`src/rtl/result_pager.sv`:
```
// ============================================================================
// Module   : result_pager
// Brief    : Captures four result words on a result strobe and pages through
//            them one nibble at a time for four seven-segment decoders.
// Revision : 1.0
// ============================================================================
`default_nettype none

module result_pager #(
  parameter int RES_W    = 16,
  parameter int NIB      = RES_W / 4,
  parameter int TICK_DIV = 25000000,
  localparam int PAGE_W  = (NIB > 1) ? $clog2(NIB) : 1
) (
  input  logic              clk,
  input  logic              rst,
  input  logic              res_valid,
  input  logic [RES_W-1:0]  res0,
  input  logic [RES_W-1:0]  res1,
  input  logic [RES_W-1:0]  res2,
  input  logic [RES_W-1:0]  res3,
  input  logic              next_btn,
  input  logic              auto_en,
  output logic [3:0]        nib0,
  output logic [3:0]        nib1,
  output logic [3:0]        nib2,
  output logic [3:0]        nib3,
  output logic [PAGE_W-1:0] page,
  output logic              blank,
  output logic              fresh,
  output logic              wrap
);

  localparam int CNT_W = $clog2(TICK_DIV);

  typedef enum logic [0:0] {
    EMPTY = 1'b0,
    SHOW  = 1'b1
  } state_t;

  state_t            r_state;
  logic [RES_W-1:0]  r_shadow [4];
  logic [PAGE_W-1:0] r_page;
  logic [CNT_W-1:0]  r_cnt;
  logic              r_res_d;
  logic              r_s1;
  logic              r_s2;
  logic              r_s3;
  logic              r_blank;
  logic              r_fresh;
  logic              r_wrap;

  logic              w_cap;
  logic              w_man;
  logic              w_auto;
  logic              w_adv;
  logic              w_last;
  logic [3:0]        w_nib [4];

  assign w_cap  = res_valid & ~r_res_d;
  assign w_man  = r_s2 & ~r_s3;
  assign w_auto = (r_state == SHOW) && auto_en && (r_cnt == CNT_W'(TICK_DIV - 1));
  assign w_adv  = (w_man | w_auto) && (r_state == SHOW);
  assign w_last = (r_page == PAGE_W'(NIB - 1));

  always_ff @(posedge clk or negedge rst) begin
    if (!rst) begin
      r_state  <= EMPTY;
      r_shadow <= '{default: '0};
      r_page   <= '0;
      r_cnt    <= '0;
      r_res_d  <= 1'b0;
      r_s1     <= 1'b0;
      r_s2     <= 1'b0;
      r_s3     <= 1'b0;
      r_blank  <= 1'b1;
      r_fresh  <= 1'b0;
      r_wrap   <= 1'b0;
    end else begin
      r_res_d <= res_valid;
      r_s1    <= next_btn;
      r_s2    <= r_s1;
      r_s3    <= r_s2;
      r_wrap  <= 1'b0;
      // A capture overrides any advance in the same cycle.
      if (w_cap) begin
        r_shadow[0] <= res0;
        r_shadow[1] <= res1;
        r_shadow[2] <= res2;
        r_shadow[3] <= res3;
        r_page      <= '0;
        r_fresh     <= 1'b1;
        r_state     <= SHOW;
        r_blank     <= 1'b0;
        r_cnt       <= '0;
      end else if (r_state == SHOW) begin
        if (w_adv) begin
          r_page  <= w_last ? '0 : r_page + PAGE_W'(1);
          r_wrap  <= w_last;
          r_fresh <= 1'b0;
          r_cnt   <= '0;
        end else if (auto_en) begin
          r_cnt <= r_cnt + CNT_W'(1);
        end else begin
          r_cnt <= '0;
        end
      end
    end
  end

  always_comb begin
    for (int w = 0; w < 4; w++) begin
      w_nib[w] = 4'h0;
      for (int p = 0; p < NIB; p++) begin
        if (r_page == PAGE_W'(p)) w_nib[w] = r_shadow[w][p*4 +: 4];
      end
    end
  end

  assign nib0  = w_nib[0];
  assign nib1  = w_nib[1];
  assign nib2  = w_nib[2];
  assign nib3  = w_nib[3];
  assign page  = r_page;
  assign blank = r_blank;
  assign fresh = r_fresh;
  assign wrap  = r_wrap;

endmodule

`default_nettype wire

```
`config.mk`:
```
export PLATFORM = sky130hd
export DESIGN_NAME = result_pager
export DESIGN_NICKNAME = d
export VERILOG_FILES = /design/src/rtl/result_pager.sv
export SDC_FILE = /design/constraint.sdc
export NUM_CORES = 1
export LEC_CHECK = 0
export ABC_AREA = 1
export CORE_ASPECT_RATIO = 0.5
export CORE_UTILIZATION = 23
export CTS_CLUSTER_DIAMETER = 40
export CTS_CLUSTER_SIZE = 12
export DETAILED_ROUTE_END_ITERATION = 16
export GPL_TIMING_DRIVEN = 1
export SLEW_MARGIN = 20
export SYNTH_ARGS = -nofsm -noshare
export SYNTH_HDL_FRONTEND = slang
export SYNTH_SLANG_ARGS = --single-unit
```
`constraint.sdc`:
```
create_clock -name clk -period 2.3 [get_ports clk]
set_input_delay 0.46 -clock clk [delete_from_list [all_inputs] [get_ports clk]]
set_output_delay 0.46 -clock clk [all_outputs]
set_load 0.005 [all_outputs]
```
==> metrics.txt <==
outcome completed; final setup violating endpoints 0; maxcap violations 0; Hold Path Class primary input to async pin; met3 Use GR 0.0377; Std-Cell Rows 38; final number of hold-violating endpoints 0; Initial DRT Pass Iterations 5; crit path launch type flip-flop; Vias 4714; initial antenna violation count 0; Remaining DRCs 0; GRT overflow 0; power per cell area roughly 720 mW/mm^2; first-pass GRT wire length approximately 24 mm; total track usage 0.131; CTS tree yes; clock buffer count from CTS 9; r2r startpoint r_cnt[0]; Multi-input gate area 0.00249 sq mm; I/O pin total 90; Synth Instances slightly above 700; yosys warns 0; Most common cell on crit path inv_2; VDD IR-drop max 0.000397 V; Design Area, Final between 0.006 and 0.007 sq mm; largest area contributor in the netlist dfrtp_1; mean post-synth cell area around 7.3 sq um; Fmax approximately 440 MHz; Most Crowded Layer GR met2; # diodes 0; CP endpoint kind output pin; Post-synth EDFFs 0; clock slew at reported path FFs roughly 0.07 ns; met2 Use GR 0.216; clock latency on the worst-skew pair between 0.3 and 0.4 ns; number of synthesized register bits 99; final antenna-violating net count 0; Core Util, Final 0.316; Synth async-reset ratio 1.00; drt initial violations 293; Root Buffer clkbuf_16; area delta synth->final 33.4%; top post-synthesis cells by area dfrtp_1, nand2_1, nor2_1; Die Y between 100 and 150 um; Crit Path Class flip-flop to output pin; Synth cell types 28; Critical-path top delay cell dfrtp_2; FF/Latch Area roughly 0.0025 sq mm; Pins Over Slew Limit 0; Cell Chain, Critical Path inv_2 > ha_4 > inv_2 > nor2_4 > buf_12 > nand2_1 > a21o_1 > a21oi_2 > buf_2; Fillers 2353; Slew HR 0.674; synth cell count leaders nand2_1, dfrtp_1, nor2_1; vias per cell ~4.3; number of port buffers between 80 and 90; P_leak about 3.2 nW; share of cells above drive strength 1 0.127; met1 Track Usage GR 0.170; Synth top area share 0.473; Synth Flop Type dfrtp_1; worst-case clock buffer depth 2; H-Tree Level Count 3; placed inst area 0.00654 sq mm; top-count cell post-synth nand2_1; DP Wirelength approximately 11 mm; initial core utilization 0.237; actual slew at the worst max-slew pin around 0.49 ns; Critical Path AT about 1.8 ns; die area around 0.023 sq mm; synthesized area roughly 0.0052 sq mm; wire per inst 13.1 um; CP startpoint page[0]; Final Cycle Share 0.984; Post-Route WL 14.5 mm; Fin Clk Skew approximately 0.0080 ns; hold_buf cts 0; worst endpoint required time 1.84 ns; Seq/Total Area, Yosys 0.478; Mapped Nets a little under 800; Die Wd between 200 and 250 um; vias in the first global route 4720; clock sinks a little under 100; GPL Wtd Cong approximately 0.90; Final nets approximately 880; Core Area 0.0219 sq mm; overall power 4.99 mW; largest net degree at the start of global routing 48; Crit path largest cell delay 0.44 ns; minimum clock period about 2.3 ns; CP max FO 11; RSZ-0062 raised after global routing true
==> flip-flops by register name (all words and copies together), names as in the netlist <==
| name | count |
|---|---|
| r_shadow | 64 |
| r_cnt | 25 |
| page | 2 |
| blank | 1 |
| fresh | 1 |
| r_res_d | 1 |
| r_s1 | 1 |
| r_s2 | 1 |
| r_s3 | 1 |
| r_state | 1 |
| wrap | 1 |
==> metal layers <==
metal	wire, um	vias up	share of wire
li1	-	2399	-
met1	7030	2229	0.48
met2	6650	76	0.46
met3	716	10	0.049
met4	128	0	0.0088
met5	0	-	0
==> cell usage in the layout, fill, tap and decap left out, types with 9 or more instances in the layout <==
cell type / count
a21o_1: 16
a21oi_1: 20
a21oi_2: 17
buf_2: 16
buf_4: 17
clkbuf_16: 9
clkdlybuf4s50_1: 72
dfrtp_1: 97
inv_1: 33
nand2_1: 317
nand3_1: 41
nor2_1: 73
o21ai_0: 11
o21bai_1: 13
==> layout make-up <==
| cell class | instances | area share |
|---|---|---|
| clock buffers | 9 | 0.0326 |
| clock inverters | 6 | 0.0165 |
| inverters | 40 | 0.0217 |
| multi-input cells | 540 | 0.361 |
| flip-flops and latches | 99 | 0.359 |
| well taps | 300 | 0.0543 |
| repair buffers | 114 | 0.155 |
==> what timing repair did <==
item                                   in CTS  in global routing
endpoints found under the hold margin       0                  0
setup endpoints to repair                  16                 16
buffers inserted                            0                  1
pin swaps                                   0                  1
resized for setup                          77                 18
==> worst max-delay path: cells and delay by family, from the launching register on <==
| family | cells | cell delay, ns |
|---|---|---|
| DFF | 1 | 0.44 |
| buffers and inverters | 4 | 0.41 |
| and+or+nand+nor | 2 | 0.16 |
| AOI/OAI and AO/OA | 2 | 0.30 |
| adders and majority gates | 1 | 0.13 |
==> metrics by stage <==
| step | setup WS (ns) | TNS [ns] | hold WS, ns | instances |
|---|---|---|---|---|
| 2_1_floorplan | 0.368 | 0 | 0.164 | 709 |
| 3_3_place_gp | 0.00637 | 0 | 0.337 | 1092 |
| 3_5_place_dp | -0.0507 | -0.226 | 0.339 | 1092 |
| 4_1_cts | 0.0118 | 0 | 0.0815 | 1107 |
| 5_1_grt | -0.0447 | -0.426 | 0.0907 | 1108 |
| 6_report | 0.0378 | 0 | 0.0731 | 1108 |
==> final timing paths <==
check	endpoint	slack, ns	cells after the start
max	nib1[1]	0.04	9
min	r_shadow[55]	0.07	1
max in group asynchronous	r_shadow[48]	1.60	2
min in group clk	r_s2	0.35	0
min reg2reg	r_s2	0.35	0
max reg2reg	r_cnt[10]	0.55	8
==> kinds of logic (layout without fill, tap and decap cells) <==
family	Yosys count	count (layout)	synth area share
adder cells (fa/ha/maj)	5	5	0.0121
AND/OR/NAND/NOR	454	454	0.357
flip-flops	99	99	0.478
XOR/XNOR	2	2	0.00338
buffers and inverters	70	169	0.0584
AO/OA/AOI/OAI	79	79	0.0903
==> report_power, final <==
group          internal (mW)  switching [mW]  leakage [nW]  total (mW)
logic                  0.610           0.642          1.75        1.25
clock network           1.06           0.675         0.163        1.74
registers               1.90          0.0968          1.25        2.00
total                   3.57            1.41          3.17        4.99
Note: power is estimated with default switching activity, not from simulation.
